<file path="src/rtl/if_fetch_stage_pkg.sv">
// Shared fetch-stage definitions: FSM state encoding, reset PC and the canonical NOP.
package if_fetch_stage_pkg;

   localparam logic [31:0] RESET_PC  = 32'h0000_0000;
   localparam logic [31:0] NOP_INSTR = 32'h0000_0013;

   typedef enum logic [1:0] {
      S_REQ   = 2'd0,
      S_WAIT  = 2'd1,
      S_FULL  = 2'd2,
      S_DRAIN = 2'd3
   } fetch_state_t;

endpackage

</file>
<file path="src/rtl/if_fetch_stage_pc_reg.sv">
// Program counter register: load-enabled, asynchronously reset to RESET_PC.
module if_fetch_stage_pc_reg #(
   parameter int               WIDTH    = 32,
   parameter logic [WIDTH-1:0] RESET_PC = '0
) (
   input  logic             clk,
   input  logic             rst,
   input  logic             en,
   input  logic [WIDTH-1:0] d,
   output logic [WIDTH-1:0] q
);

   always_ff @(posedge clk or posedge rst) begin
      if (rst) begin
         q <= RESET_PC;
      end else if (en) begin
         q <= d;
      end
   end

endmodule

</file>
<file path="src/rtl/if_fetch_stage.sv">
// Instruction fetch stage: one outstanding imem request, one-entry instruction buffer,
// stall hold and execute-stage redirect with discard of stale responses.
module if_fetch_stage #(
   parameter int               WIDTH    = 32,
   parameter logic [WIDTH-1:0] RESET_PC = WIDTH'(if_fetch_stage_pkg::RESET_PC)
) (
   input  logic                             clk_i,
   input  logic                             reset_i,
   input  logic                             stall_i,
   input  logic                             redirect_i,
   input  logic [WIDTH-1:0]                 redirect_pc_i,
   output logic                             imem_req_o,
   output logic [WIDTH-1:0]                 imem_addr_o,
   input  logic                             imem_ready_i,
   input  logic                             imem_rvalid_i,
   input  logic [WIDTH-1:0]                 imem_rdata_i,
   output logic [WIDTH-1:0]                 instr_o,
   output logic [WIDTH-1:0]                 pc_plus4_o,
   output logic                             instr_valid_o,
   output logic                             fetch_busy_o,
   output if_fetch_stage_pkg::fetch_state_t state_o,
   output logic                             proto_err_o
);

   import if_fetch_stage_pkg::*;

   // Handshake: a request transfers on a clock edge where imem_req_o && imem_ready_i;
   // exactly one response (imem_rvalid_i high for one cycle) follows each transfer,
   // and imem_addr_o is only meaningful while imem_req_o is high.

   fetch_state_t     state_q, state_d;
   logic [WIDTH-1:0] pc_q, pc_d;
   logic [WIDTH-1:0] instr_q, pc_plus4_q;
   logic             pc_en, req_q, valid_q, proto_err_q;
   logic             outstanding, capture, consume;

   if_fetch_stage_pc_reg #(
      .WIDTH    (WIDTH),
      .RESET_PC (RESET_PC)
   ) u_pc_reg (
      .clk (clk_i),
      .rst (reset_i),
      .en  (pc_en),
      .d   (pc_d),
      .q   (pc_q)
   );

   // A response is still owed to us if one was accepted and has not yet arrived.
   assign outstanding = ((state_q == S_REQ) && imem_ready_i)
                      || ((state_q == S_WAIT) && !imem_rvalid_i)
                      || ((state_q == S_DRAIN) && !imem_rvalid_i);

   assign capture = (state_q == S_WAIT) && imem_rvalid_i && !redirect_i;
   assign consume = (state_q == S_FULL) && !stall_i && !redirect_i;

   assign pc_en = redirect_i || consume;
   assign pc_d  = redirect_i ? (redirect_pc_i & ~WIDTH'(3)) : (pc_q + WIDTH'(4));

   always_comb begin
      state_d = state_q;
      if (redirect_i) begin
         state_d = outstanding ? S_DRAIN : S_REQ;
      end else begin
         unique case (state_q)
            S_REQ:   if (imem_ready_i)  state_d = S_WAIT;
            S_WAIT:  if (imem_rvalid_i) state_d = S_FULL;
            S_FULL:  if (!stall_i)      state_d = S_REQ;
            S_DRAIN: if (imem_rvalid_i) state_d = S_REQ;
            default:                    state_d = S_REQ;
         endcase
      end
   end

   always_ff @(posedge clk_i or posedge reset_i) begin
      if (reset_i) begin
         state_q     <= S_REQ;
         req_q       <= 1'b1;
         valid_q     <= 1'b0;
         instr_q     <= '0;
         pc_plus4_q  <= '0;
         proto_err_q <= 1'b0;
      end else begin
         state_q     <= state_d;
         req_q       <= (state_d == S_REQ);
         valid_q     <= (state_d == S_FULL);
         // A response with nothing outstanding is dropped and reported for one cycle.
         proto_err_q <= imem_rvalid_i && ((state_q == S_REQ) || (state_q == S_FULL));
         if (capture) begin
            instr_q    <= imem_rdata_i;
            pc_plus4_q <= pc_q + WIDTH'(4);
         end
      end
   end

   assign imem_req_o    = req_q;
   assign imem_addr_o   = pc_q;
   assign instr_o       = instr_q;
   assign pc_plus4_o    = pc_plus4_q;
   assign instr_valid_o = valid_q;
   assign fetch_busy_o  = ~valid_q;
   assign state_o       = state_q;
   assign proto_err_o   = proto_err_q;

endmodule

</file>
<file path="config.mk">
export PLATFORM = sky130hd
export DESIGN_NAME = if_fetch_stage
export DESIGN_NICKNAME = d
export VERILOG_FILES = /design/src/rtl/if_fetch_stage_pkg.sv /design/src/rtl/if_fetch_stage_pc_reg.sv /design/src/rtl/if_fetch_stage.sv
export SDC_FILE = /design/constraint.sdc
export NUM_CORES = 1
export LEC_CHECK = 0
export CAP_MARGIN = 20
export CORE_ASPECT_RATIO = 0.7
export CORE_MARGIN = 2
export CORE_UTILIZATION = 49
export DETAILED_ROUTE_END_ITERATION = 10
export PLACE_DENSITY = 0.86
export REMOVE_ABC_BUFFERS = 1
export SETUP_SLACK_MARGIN = 0.15
export SYNTH_ARGS = -nofsm -noshare
export SYNTH_HDL_FRONTEND = slang
export SYNTH_HIERARCHICAL = 1
export SYNTH_SLANG_ARGS = --single-unit
</file>
<file path="constraint.sdc">
create_clock -name clk_i -period 5.9 [get_ports clk_i]
set_clock_uncertainty 0.2 [all_clocks]
set_input_delay 0.885 -clock clk_i [delete_from_list [all_inputs] [get_ports clk_i]]
set_output_delay 0.885 -clock clk_i [all_outputs]
set_load 0.03 [all_outputs]
</file>
# Yosys cells after proc, flatten, opt, wreduce, memory -nomap -nowiden
# Cells that the tools add are included.
[totals] register_bits=101 elab_cells=38
[classes] n_addsub=1 n_eq_ne=4 mux=8 n_bitwise=1 reduce_logical=17
[op_table] operator="$add A32 B3 Y32 const B" count=1
[op_table] operator="$mux W32" count=1
[op_table] operator="$mux W2" count=6
[op_table] operator="$logic_and A1 B1 Y1" count=8
[op_table] operator="$pmux W2 S4" count=1
[op_table] operator="$eq A2 B2 Y1 const B" count=3
[op_table] operator="$logic_not A2 Y1" count=2
[op_table] operator="$logic_or A1 B1 Y1" count=4
[op_table] operator="$logic_not A1 Y1" count=3
[op_table] operator="$eq A2 B1 Y1 const B" count=1
[op_table] operator="$not A1 Y1" count=1

# Longest topological paths before layout
[depth] depth_word=7 mapped_depth=7

# Cells and area by module
# The synthesis kept the hierarchy.
[modules_own_cells] module="if_fetch_stage" instances=1 cells_each=449 area_each_um2=3641.0 seq_area_each_um2=1727.9
[modules_own_cells] module="if_fetch_stage_pc_reg" instances=1 cells_each=69 area_each_um2=1348.8 seq_area_each_um2=800.8

# Worst setup path before layout
# No wires, ideal clock.
[synth_timing] kind="register -> register" startpoint="register u_pc_reg.q[18]" endpoint="register u_pc_reg.q[27]" setup_time_ns=0.065 t_arrival_ns=2.268 path_slack_ns=3.366 stages_incl_launch_ff=8 n_path_buf=2 period_less_slack_ns=2.534 path_cell_list="dfrtp_1 > buf_4 > nand4_2 > or4_1 > buf_2 > or4_4 > a31oi_1 > mux2_4"
[synth_via] elab_chain_cells=2
[synth_lines] element="start, declared" line_no="if_fetch_stage_pc_reg.sv:10" text="output logic [WIDTH-1:0] q"
[synth_lines] element="start signal, assigned" line_no="if_fetch_stage_pc_reg.sv:15" text="q <= RESET_PC;"
[synth_lines] element="start signal, assigned" line_no="if_fetch_stage_pc_reg.sv:17" text="q <= d;"
[synth_lines] element="$add A32 B3 Y32" line_no="if_fetch_stage.sv:57" text="assign pc_d = redirect_i ? (redirect_pc_i & ~WIDTH'(3)) : (pc_q + WIDTH'(4));"
[synth_lines] element="$mux W32" line_no="if_fetch_stage.sv:57"
[synth_lines] element="net pc_d[27]" line_no="if_fetch_stage.sv:32" text="logic [WIDTH-1:0] pc_q, pc_d;"
# The timed path passes the listed nets, and every way through them passes these cells.
# A chain may end at the register's enable or synchronous reset.

# Final worst setup path
[layout_timing] startpoint="input redirect_i" endpoint="register u_pc_reg.q[18]"
[layout_via] elab_chain_cells=3 word_cells_on_any_way=4 cone_classes="1 x mux; 3 x reduce/logical"
[layout_lines] element="start, declared" line_no="if_fetch_stage.sv:10" text="input logic redirect_i,"
[layout_lines] element="$logic_not A1 Y1" line_no="if_fetch_stage.sv:54" text="assign consume = (state_q == S_FULL) && !stall_i && !redirect_i;"
[layout_lines] element="$logic_and A1 B1 Y1" line_no="if_fetch_stage.sv:54"
[layout_lines] element="$logic_or A1 B1 Y1 *" line_no="if_fetch_stage.sv:56" text="assign pc_en = redirect_i || consume;"
[layout_lines] element="net pc_en" line_no="if_fetch_stage.sv:34" text="logic pc_en, req_q, valid_q, proto_err_q;"
# The timed path passes the listed nets; every way through them passes the cells marked *.

==> results_dict.tcl <==
set metrics [dict create \
    outcome "completed" \
    pre_cts_ws_ns 2.37 \
    synth_cells 518 \
    cts_made_buffers 9 \
    dp_hpwl_um 9640 \
    ys_ff_latch 101 \
    drtIter0Drc 278 \
    drt-vias-per-instance 5.62 \
    groute.usage.overall_pct 25.0 \
    grt.overflow.total 0 \
    wl_per_cell_um 17.1 \
    grt_pass1_vias 4478 \
    cp.arrival_ns 3.24 \
    power-per-cell-area_mw_per_mm2 529 \
    cts_root_buf "clkbuf_16" \
    min_path_type "register to register" \
    slew_violations 0 \
    syn-cell-area_mm2 0.00499 \
    setup_ws_ns 2.69 \
    ant_nets 0 \
    async_reset_ff_share_pct 100 \
    drt-total-wl_um 13800 \
    core_area_mm2 0.00980 \
    clk_latency_ns 0.34 \
    drc 0 \
    ff2ff_path_depth 5 \
    die_area_mm2 0.0110 \
    timing.rr.start "u_pc_reg/q[5]$_DFFE_PP0P_" \
    cellLeakagePower_nw 3.05 \
    setup_tns_ns 0 \
    io_pins 172 \
    register_area_mm2 0.00253 \
    clock-sinks 101 \
    timing.rr.end "u_pc_reg/q[27]$_DFFE_PP0P_" \
    vias 4545 \
    ys_seq_area_share_pct 50.7 \
    grt_antenna_before_repair 0 \
    die_w_um 125 \
    fillerInstances 760 \
    start_util_pct 50.9 \
    antennaDiodeCount 0 \
    ys_types 47 \
    relSlewSlack_pct 38.4 \
    final_hold_viol_count 0 \
    cp-startpoint "redirect_i" \
    end_kind "register" \
    area_delta_synth_final_pct 41.3 \
    clk_path_buf_depth 2 \
    chipHeight_um 88.4 \
    postCtsHoldBufs 0 \
    setup.worst_path.start_class "primary input" \
    cts_tree "built" \
    multiInputGateArea_mm2 0.00228 \
    final_core_util_pct 72.0 \
    worstSetupPathType "primary input to register" \
    ctsResizeCount 0 \
    post-cts-setup-buffer-count 0 \
    synth_edf_count 0 \
    final_nets 747 \
    yosysWarnings 6 \
    setup_viol 0 \
    first_pass_iters 4 \
    fin_crit_ns 3.21 \
    timing.final.crit_share_pct 54.3 \
    gp_congestion 0.790 \
    vdd_drop_max_mv 0.306 \
    worst-path-max-fanout 53 \
    ff2ff_setup_slack_ns 3.03 \
    numPortBuffers 169 \
    worst_pin_slew_ns 0.924 \
    grt_max_degree 75 \
    synth.avg_cell_area_um2 9.63 \
    hold_ws_ns 0.274 \
    htreeDepth 3 \
    grt_pass1_wl_um 22000 \
    num_rows 30 \
    cts.clk_slew.worst_paths_ns 0.07 \
    drive_gt1_share_pct 10.9 \
    rsz0062_at_grt "false" \
    endpoint "u_pc_reg/q[18]$_DFFE_PP0P_" \
    fmax_ghz 0.312 \
    maxCapViolations 0 \
    cp_data_required_time_ns 5.93 \
    synth_ff_type "dfrtp_1" \
]
==> critical path, cell delays in order <==
cell             delay [ns]
clkdlybuf4s50_1        0.46
buf_4                  0.25
clkinv_1               0.09
buf_4                  0.31
o21ai_4                0.35
buf_4                  0.49
mux2_4                 0.34
==> cells in the mapped netlist, drive strengths merged (2+ instances only) <==
library cell / instances / share of area, %
mux2: 33 / 9.7
or3: 6 / 0.75
o31a: 2 / 0.35
buf: 8 / 1.9
mux2i: 2 / 0.40
xor2: 3 / 0.53
nor4: 6 / 0.75
o311ai: 4 / 0.70
a21oi: 17 / 1.7
nand4b: 2 / 0.35
nor2b: 4 / 0.50
o21ai: 24 / 2.4
nor3: 7 / 0.70
or4: 10 / 1.8
clkbuf: 23 / 1.7
dfrtp: 100 / 50
o31ai: 3 / 0.45
a31oi: 20 / 2.5
xnor2: 13 / 2.3
nand3: 13 / 1.6
nor2: 43 / 3.2
nand4: 12 / 1.8
nand2: 140 / 11
inv: 9 / 0.68
==> final cells by class <==
| cell class | instances | share of cell area, % |
|---|---|---|
| Timing Repair Buffer | 178 | 25.1 |
| Clock inverter | 6 | 0.568 |
| Sequential cell | 101 | 35.9 |
| Multi-Input combinational cell | 376 | 32.4 |
| Tap cell | 128 | 2.27 |
| Clock buffer | 10 | 3.25 |
| Inverter | 10 | 0.532 |
==> layer usage <==
metal  global-route usage (%)  vias up  share of wire (%)
met5                        0        -                  0
met4                     8.38        0                1.8
met3                     6.83       23                7.2
met2                     42.0      183                 47
met1                     32.1     2241                 43
li1                         -     2098                  -
==> where the power goes <==
part           total [mW]  switching (mW)  internal (mW)
Clock               0.541           0.256          0.284
Sequential           1.27           0.287          0.980
Combinational        1.92            1.09          0.831
Total                3.73            1.64           2.10
==> registers in the layout (all words and copies together) (netlist names) <==
signal,flops
proto_err_o,1
state_o,2
imem_req_o,1
pc_plus4_o,32
u_pc_reg/q,32
instr_valid_o,1
instr_o,32
==> worst min-delay path by stage <==
| stage | start | depth (start not counted) | to | slack, ns |
|---|---|---|---|---|
| 3_5_place_dp | instr_o[14]$_DFFE_PP0P_ | 2 | instr_o[14]$_DFFE_PP0P_ | 0.26 |
| 6_report | instr_o[18]$_DFFE_PP0P_ | 2 | instr_o[18]$_DFFE_PP0P_ | 0.27 |
| 4_1_cts | instr_o[18]$_DFFE_PP0P_ | 2 | instr_o[18]$_DFFE_PP0P_ | 0.28 |
| 3_3_place_gp | instr_o[6]$_DFFE_PP0P_ | 2 | instr_o[6]$_DFFE_PP0P_ | 0.26 |
| 2_1_floorplan | instr_o[0]$_DFFE_PP0P_ | 2 | instr_o[0]$_DFFE_PP0P_ | 0.45 |
| 5_1_grt | instr_o[18]$_DFFE_PP0P_ | 2 | instr_o[18]$_DFFE_PP0P_ | 0.31 |
==> metrics by stage <==
step | instance area, um2 | total power [mW] | std cells
3_3_place_gp | 6750 | 3.13 | 791
3_5_place_dp | 6750 | 3.19 | 791
2_1_floorplan | 4810 | 2.36 | 487
4_1_cts | 7020 | 3.75 | 807
5_1_grt | 7050 | 3.93 | 809
6_report | 7050 | 3.73 | 809
==> placed cells by master (no fill, tap or decap), drive strengths merged, types with 2 or more instances in the layout <==
master         count
clkdlybuf4s50    169
nand2            140
o311ai             4
inv                9
dfrtp            100
a31oi             20
xnor2             13
mux2              33
nand4             12
o31a               2
nor4               6
clkinvlp           4
xor2               3
a21oi             17
or3                6
nor2              43
nand3             13
o31ai              3
nor2b              4
clkbuf            11
mux2i              2
clkinv             3
o21ai             24
or4               10
nand4b             2
buf                8
nor3               7
==> logic make-up after synthesis <==
group	Yosys count	share of synthesized area, %
AO/OA/AOI/OAI	75	9.00
AND/OR/NAND/NOR	249	22.8
adder cells (fa/ha/maj)	1	0.251
XOR/XNOR	16	2.81
multiplexers	35	10.1
buffers and inverters	41	4.34
flip-flops	101	50.7
Power figures use the tool's default switching activity.
==> RTL edit 1, RTL diff (same flow settings) <==
`WIDTH` is set to 32 in 2 places; all go to 64.
--- a/src/rtl/if_fetch_stage_pc_reg.sv
+++ b/src/rtl/if_fetch_stage_pc_reg.sv
@@ -1,5 +1,5 @@
 // Program counter register: load-enabled, asynchronously reset to RESET_PC.
 module if_fetch_stage_pc_reg #(
-   parameter int               WIDTH    = 32,
+   parameter int               WIDTH    = 64,
    parameter logic [WIDTH-1:0] RESET_PC = '0
 ) (
--- a/src/rtl/if_fetch_stage.sv
+++ b/src/rtl/if_fetch_stage.sv
@@ -2,5 +2,5 @@
 // stall hold and execute-stage redirect with discard of stale responses.
 module if_fetch_stage #(
-   parameter int               WIDTH    = 32,
+   parameter int               WIDTH    = 64,
    parameter logic [WIDTH-1:0] RESET_PC = WIDTH'(if_fetch_stage_pkg::RESET_PC)
 ) (
Interface: changed (5 resized); port bits go from 172 to 332. No check against the original RTL was run, so the function may have changed too.
==> RTL edit 1 against the original RTL <==
Fmax fell by 1.7%. Power is 99% higher. Cell area grew 95%. Sequential share of layout area is essentially flat. Area after synthesis increased by 96%. Count of clock-buffer cells in the layout grew 8. Die area is 91% higher. Utilization decreased by 2.1 points. Routed wire length up 110%. First-iteration DRC count is 65% higher. Worst setup slack got worse by 55 ps. Sequential cell count rose by 96. Critical path depth grew 1. Critical endpoint is now u_pc_reg/q[48].
==> RTL edit 1: results (changes against the original RTL) <==
\begin{tabular}{lr}
\hline
Metric & Value \\
\hline
\multicolumn{2}{l}{\textbf{Status}} \\
Status & complete, no violations \\
\multicolumn{2}{l}{\textbf{Detailed routing}} \\
DRT iter0 DRCs & 458 (+65\%) \\
Routed WL & 28700 um (+110\%) \\
Vias per Instance & 5.19 (-7.6\%) \\
Detailed-routed wire length on met2 & 13000 um (+98\%) \\
First-pass iteration count of the detailed router & 5 (+1) \\
Met3 Wirelength & 1860 um (+87\%) \\
\multicolumn{2}{l}{\textbf{GRT}} \\
Global routing usage on met1 & 37.7\% (+5.6 points) \\
Maximum number of pins on one net before global-route repair & 96 (+28\%) \\
Vias in the first global route & 8263 (+85\%) \\
Met3 track demand over resource & 7.21\% (+0.38 points) \\
Met2 routing resource usage after global routing & 43.2\% (+1.1 points) \\
Wire length of the first global-routing pass & 45400 um (+110\%) \\
\multicolumn{2}{l}{\textbf{Synth}} \\
Adder-cell area share of the yosys netlist & 0.128\% (-0.12 points) \\
Top cells by count, synth & sky130\_fd\_sc\_hd\_\_nand2\_1 (308), sky130\_fd\_sc\_hd\_\_dfrtp\_1 (196), sky130\_fd\_sc\_hd\_\_mux2\_4 (60) \\
Mux contribution to synthesized area & 16.9\% (+6.8 points) \\
Synthesized-area fraction occupied by ao, oa, aoi and oai cells & 2.29\% (-6.7 points) \\
Sequential-to-total area share from yosys stat & 50.5\% (-0.18 points) \\
Synth Area in XOR/XNOR & 5.38\% (+2.6 points) \\
Top post-synthesis cells by area & sky130\_fd\_sc\_hd\_\_dfrtp\_1 (50\%), sky130\_fd\_sc\_hd\_\_nand2\_1 (12\%), sky130\_fd\_sc\_hd\_\_mux2\_4 (9.2\%) \\
\multicolumn{2}{l}{\textbf{Setup path}} \\
Critical Path Fanout Max & 7 (-87\%) \\
Crit path DAT & 3380 ps (+140 ps) \\
Maximum single-stage delay on the critical path & 580 ps (+90 ps) \\
Critical-path cell with the highest stage delay & sky130\_fd\_sc\_hd\_\_nor3\_2 \\
\multicolumn{2}{l}{\textbf{Timing}} \\
Slew @ Worst Pin & 972 ps (+48.3 ps) \\
\multicolumn{2}{l}{\textbf{Final layout}} \\
Final \#Nets & 1406 (+88\%) \\
Layout cell share with drive strength beyond 1 & 12.0\% (+1.1 points) \\
\multicolumn{2}{l}{\textbf{Placement}} \\
Half-perimeter wire length after placement & 21000 um (+120\%) \\
Final estimated routing congestion in global placement & 0.879 (+11\%) \\
I/O Buffers & 329 (+95\%) \\
\multicolumn{2}{l}{\textbf{Pwr}} \\
Largest voltage drop on the vdd net & 0.000350 V (+14\%) \\
Internal power & 4.16 mW (+98\%) \\
\multicolumn{2}{l}{\textbf{CTS}} \\
Number of H-tree levels & 4 (+1) \\
Clock latency reported for the late side of the worst-skew pair & 430 ps (+90 ps) \\
\hline
\end{tabular}
[RTL edit 1: worst max-delay path, delay by kind of cell (launching register included)]
kind	cells	cell delay [ps]
AND/OR/NAND/NOR	4	1640
XOR/XNOR	1	200
adder cells (fa/ha/maj)	1	240
multiplexers	2	410
flip-flops	1	470
[RTL edit 1: power by group through the flow]
stage | Combinational [mW] | Clock [mW] | Sequential [mW]
CTS | 3.83 | 1.15 | 2.49
floorplan | 1.06 | 0 | 3.57
detailed placement | 3.81 | 0 | 2.50
finish | 3.81 | 1.13 | 2.49
global placement | 3.74 | 0 | 2.47
global route | 4.01 | 1.21 | 2.58
[RTL edit 1: stage by stage]
stage / util (%) / worst slack (ps) / area (sq um) / std cells
global placement: 67.0 / 2410 / 13200 / 1522
finish: 69.9 / 2640 / 13800 / 1554
detailed placement: 67.0 / 2370 / 13200 / 1522
CTS: 69.9 / 2640 / 13800 / 1554
global route: 69.9 / 2420 / 13800 / 1554
floorplan: - / 1080 / 9480 / 916
[RTL edit 1: cell type report]
class | instances | area, sq um
clock buffer | 18 | 429
inverter | 45 | 175
sequential | 197 | 4930
timing repair buffer | 336 | 3340
multi-input combinational | 674 | 4400
clock inverter | 14 | 143
fill | 1469 | 5930
tap | 270 | 338
[RTL edit 1: path summary, 6_finish.rpt]
check | cells after the start | endpoint | startpoint | slack (ps)
worst max-delay path | 8 | u_pc_reg/q[48] | u_pc_reg/q[2] | 2640
worst min-delay path | 2 | instr_o[7] | instr_o[7] | 280
worst max register to register | 8 | u_pc_reg/q[48] | u_pc_reg/q[2] | 2640
worst min register to register | 2 | instr_o[7] | instr_o[7] | 280
max in group asynchronous | 3 | pc_plus4_o[13] | reset_i | 3510
min in group asynchronous | 2 | pc_plus4_o[0] | reset_i | 840
==> RTL edit 2, RTL diff (config.mk and constraints unchanged) <==
Without the edit above. Register the output `proto_err_o` once more, with the module's reset; this adds one clock of latency there. The other outputs are not delayed to match.
--- a/src/rtl/if_fetch_stage.sv
+++ b/src/rtl/if_fetch_stage.sv
@@ -100,5 +100,11 @@
    assign fetch_busy_o  = ~valid_q;
    assign state_o       = state_q;
-   assign proto_err_o   = proto_err_q;
+   always_ff @(posedge clk_i or posedge reset_i) begin
+      if (reset_i) begin
+         proto_err_o <= '0;
+      end else begin
+         proto_err_o <= proto_err_q;
+      end
+   end
 
 endmodule
Check against the original RTL: not equivalent (Yosys sat finds a counterexample within 4 cycles, from zero or initial values and one cycle with reset_i high).
==> RTL edit 2 against the original RTL <==
Sequential cell count grew 1. Die area grew 0.48%. Critical path depth decreased by 2. Routed wire length is 4.0% higher. Cell area is 0.48% higher. Area after synthesis is 0.50% higher. Power is 0.98% higher. Worst setup slack gained 310 ps. Critical path type is now reg2reg. Largest cell class unchanged. Largest power group unchanged.
==> RTL edit 2: results (changes against the original RTL) <==
\begin{tabular}{lr}
\hline
Metric & Value \\
\hline
\multicolumn{2}{l}{\textbf{Status}} \\
Status & complete, no violations \\
\multicolumn{2}{l}{\textbf{Setup path}} \\
Critical-path cell with the highest stage delay & sky130\_fd\_sc\_hd\_\_or4\_1 \\
Start-to-end type of the worst setup path & reg2reg \\
\multicolumn{2}{l}{\textbf{Pwr}} \\
Leakage power total & 3.08 nW (+0.71\%) \\
Largest voltage drop on the vdd net & 0.000354 V (+16\%) \\
\multicolumn{2}{l}{\textbf{GRT}} \\
Vias in the first global route & 4599 (+2.7\%) \\
Initial antenna violation count & 0 (unchanged) \\
Wire length of the first global-routing pass & 22700 um (+3.3\%) \\
Total global routing track utilization & 25.8\% (+0.78 points) \\
\multicolumn{2}{l}{\textbf{Detailed routing}} \\
Post-DR wirelength/cell & 17.8 um (+3.9\%) \\
Vias per Instance & 5.62 (about the same) \\
DRT iter0 DRCs & 351 (+26\%) \\
\multicolumn{2}{l}{\textbf{Placement}} \\
Dpl cell area & 6780 sq um (+0.37\%) \\
Placed cell count & 792 (+0.13\%) \\
I/O Buffers & 169 (unchanged) \\
Worst-case setup slack after placement & 2300 ps (-78.3 ps) \\
Half-perimeter wire length after placement & 9810 um (+1.8\%) \\
\multicolumn{2}{l}{\textbf{Synth}} \\
Top cells by count, synth & sky130\_fd\_sc\_hd\_\_nand2\_1 (140), sky130\_fd\_sc\_hd\_\_dfrtp\_1 (101), sky130\_fd\_sc\_hd\_\_nor2\_1 (43) \\
Adder-cell area share of the yosys netlist & 0.250\% (-0.0013 points) \\
Post-Syn Instances & 519 (+0.19\%) \\
Mux contribution to synthesized area & 10.1\% (-0.050 points) \\
Top post-synthesis cells by area & sky130\_fd\_sc\_hd\_\_dfrtp\_1 (50\%), sky130\_fd\_sc\_hd\_\_nand2\_1 (10\%), sky130\_fd\_sc\_hd\_\_mux2\_4 (9.0\%) \\
Sequential-to-total area share from yosys stat & 50.9\% (+0.25 points) \\
\multicolumn{2}{l}{\textbf{Timing}} \\
Slew headroom & 38.6\% (+0.21 points) \\
\multicolumn{2}{l}{\textbf{Final layout}} \\
Final \#Nets & 748 (+0.13\%) \\
Layout cell share with drive strength beyond 1 & 10.7\% (-0.16 points) \\
\multicolumn{2}{l}{\textbf{CTS}} \\
Number of CTS-inserted buffers & 9 (unchanged) \\
\hline
\end{tabular}
[RTL edit 2: cell types whose count changed after synthesis, sizes merged]
cell / unedited run / this run
dfrtp: 100 / 101
[RTL edit 2: cell families (layout without fill, tap and decap cells)]
kind of cell / count (synthesis) / count (layout)
adder cells (fa/ha/maj): 1 / 1
XOR/XNOR: 16 / 16
buffers and inverters: 41 / 204
multiplexers: 35 / 35
flip-flops: 102 / 102
AO/OA/AOI/OAI: 75 / 75
AND/OR/NAND/NOR: 249 / 249
[RTL edit 2: layer usage]
metal,vias up,global-route usage [%],wire length [um]
li1,2104,-,-
met1,2229,33.2,6060
met2,197,43.1,6950
met3,21,7.44,1140
met4,0,8.18,233
met5,-,0,0
[RTL edit 2: final timing paths]
kind	end	start	depth (start not counted)	slack, ps
setup / recovery	u_pc_reg/q[27]	u_pc_reg/q[7]	5	3010
hold / removal	proto_err_o	proto_err_q	0	150
setup reg to reg	u_pc_reg/q[27]	u_pc_reg/q[7]	5	3010
hold reg to reg	proto_err_o	proto_err_q	0	150
max in group asynchronous	pc_plus4_o[30]	reset_i	3	3920
min in group asynchronous	u_pc_reg/q[18]	reset_i	3	810
[RTL edit 2: cell type report]
class	instances	area [sq um]
clock buffers	11	233
clock inverters	5	37.5
fillers	708	2750
inverters	10	37.5
multi-input cells	376	2280
flip-flops and latches	102	2550
well taps	128	160
repair buffers	178	1780
[RTL edit 2: critical path: cells and delay by family, from the launching register on]
| family | cells | cell delay [ps] |
|---|---|---|
| and+or+nand+nor | 3 | 1800 |
| DFF | 1 | 470 |
| AOI/OAI and AO/OA | 1 | 210 |
| muxes | 1 | 170 |
[RTL edit 2: power by group]
group / switching, mW / internal, mW
registers: 0.294 / 0.989
clock network: 0.258 / 0.287
logic: 1.11 / 0.833
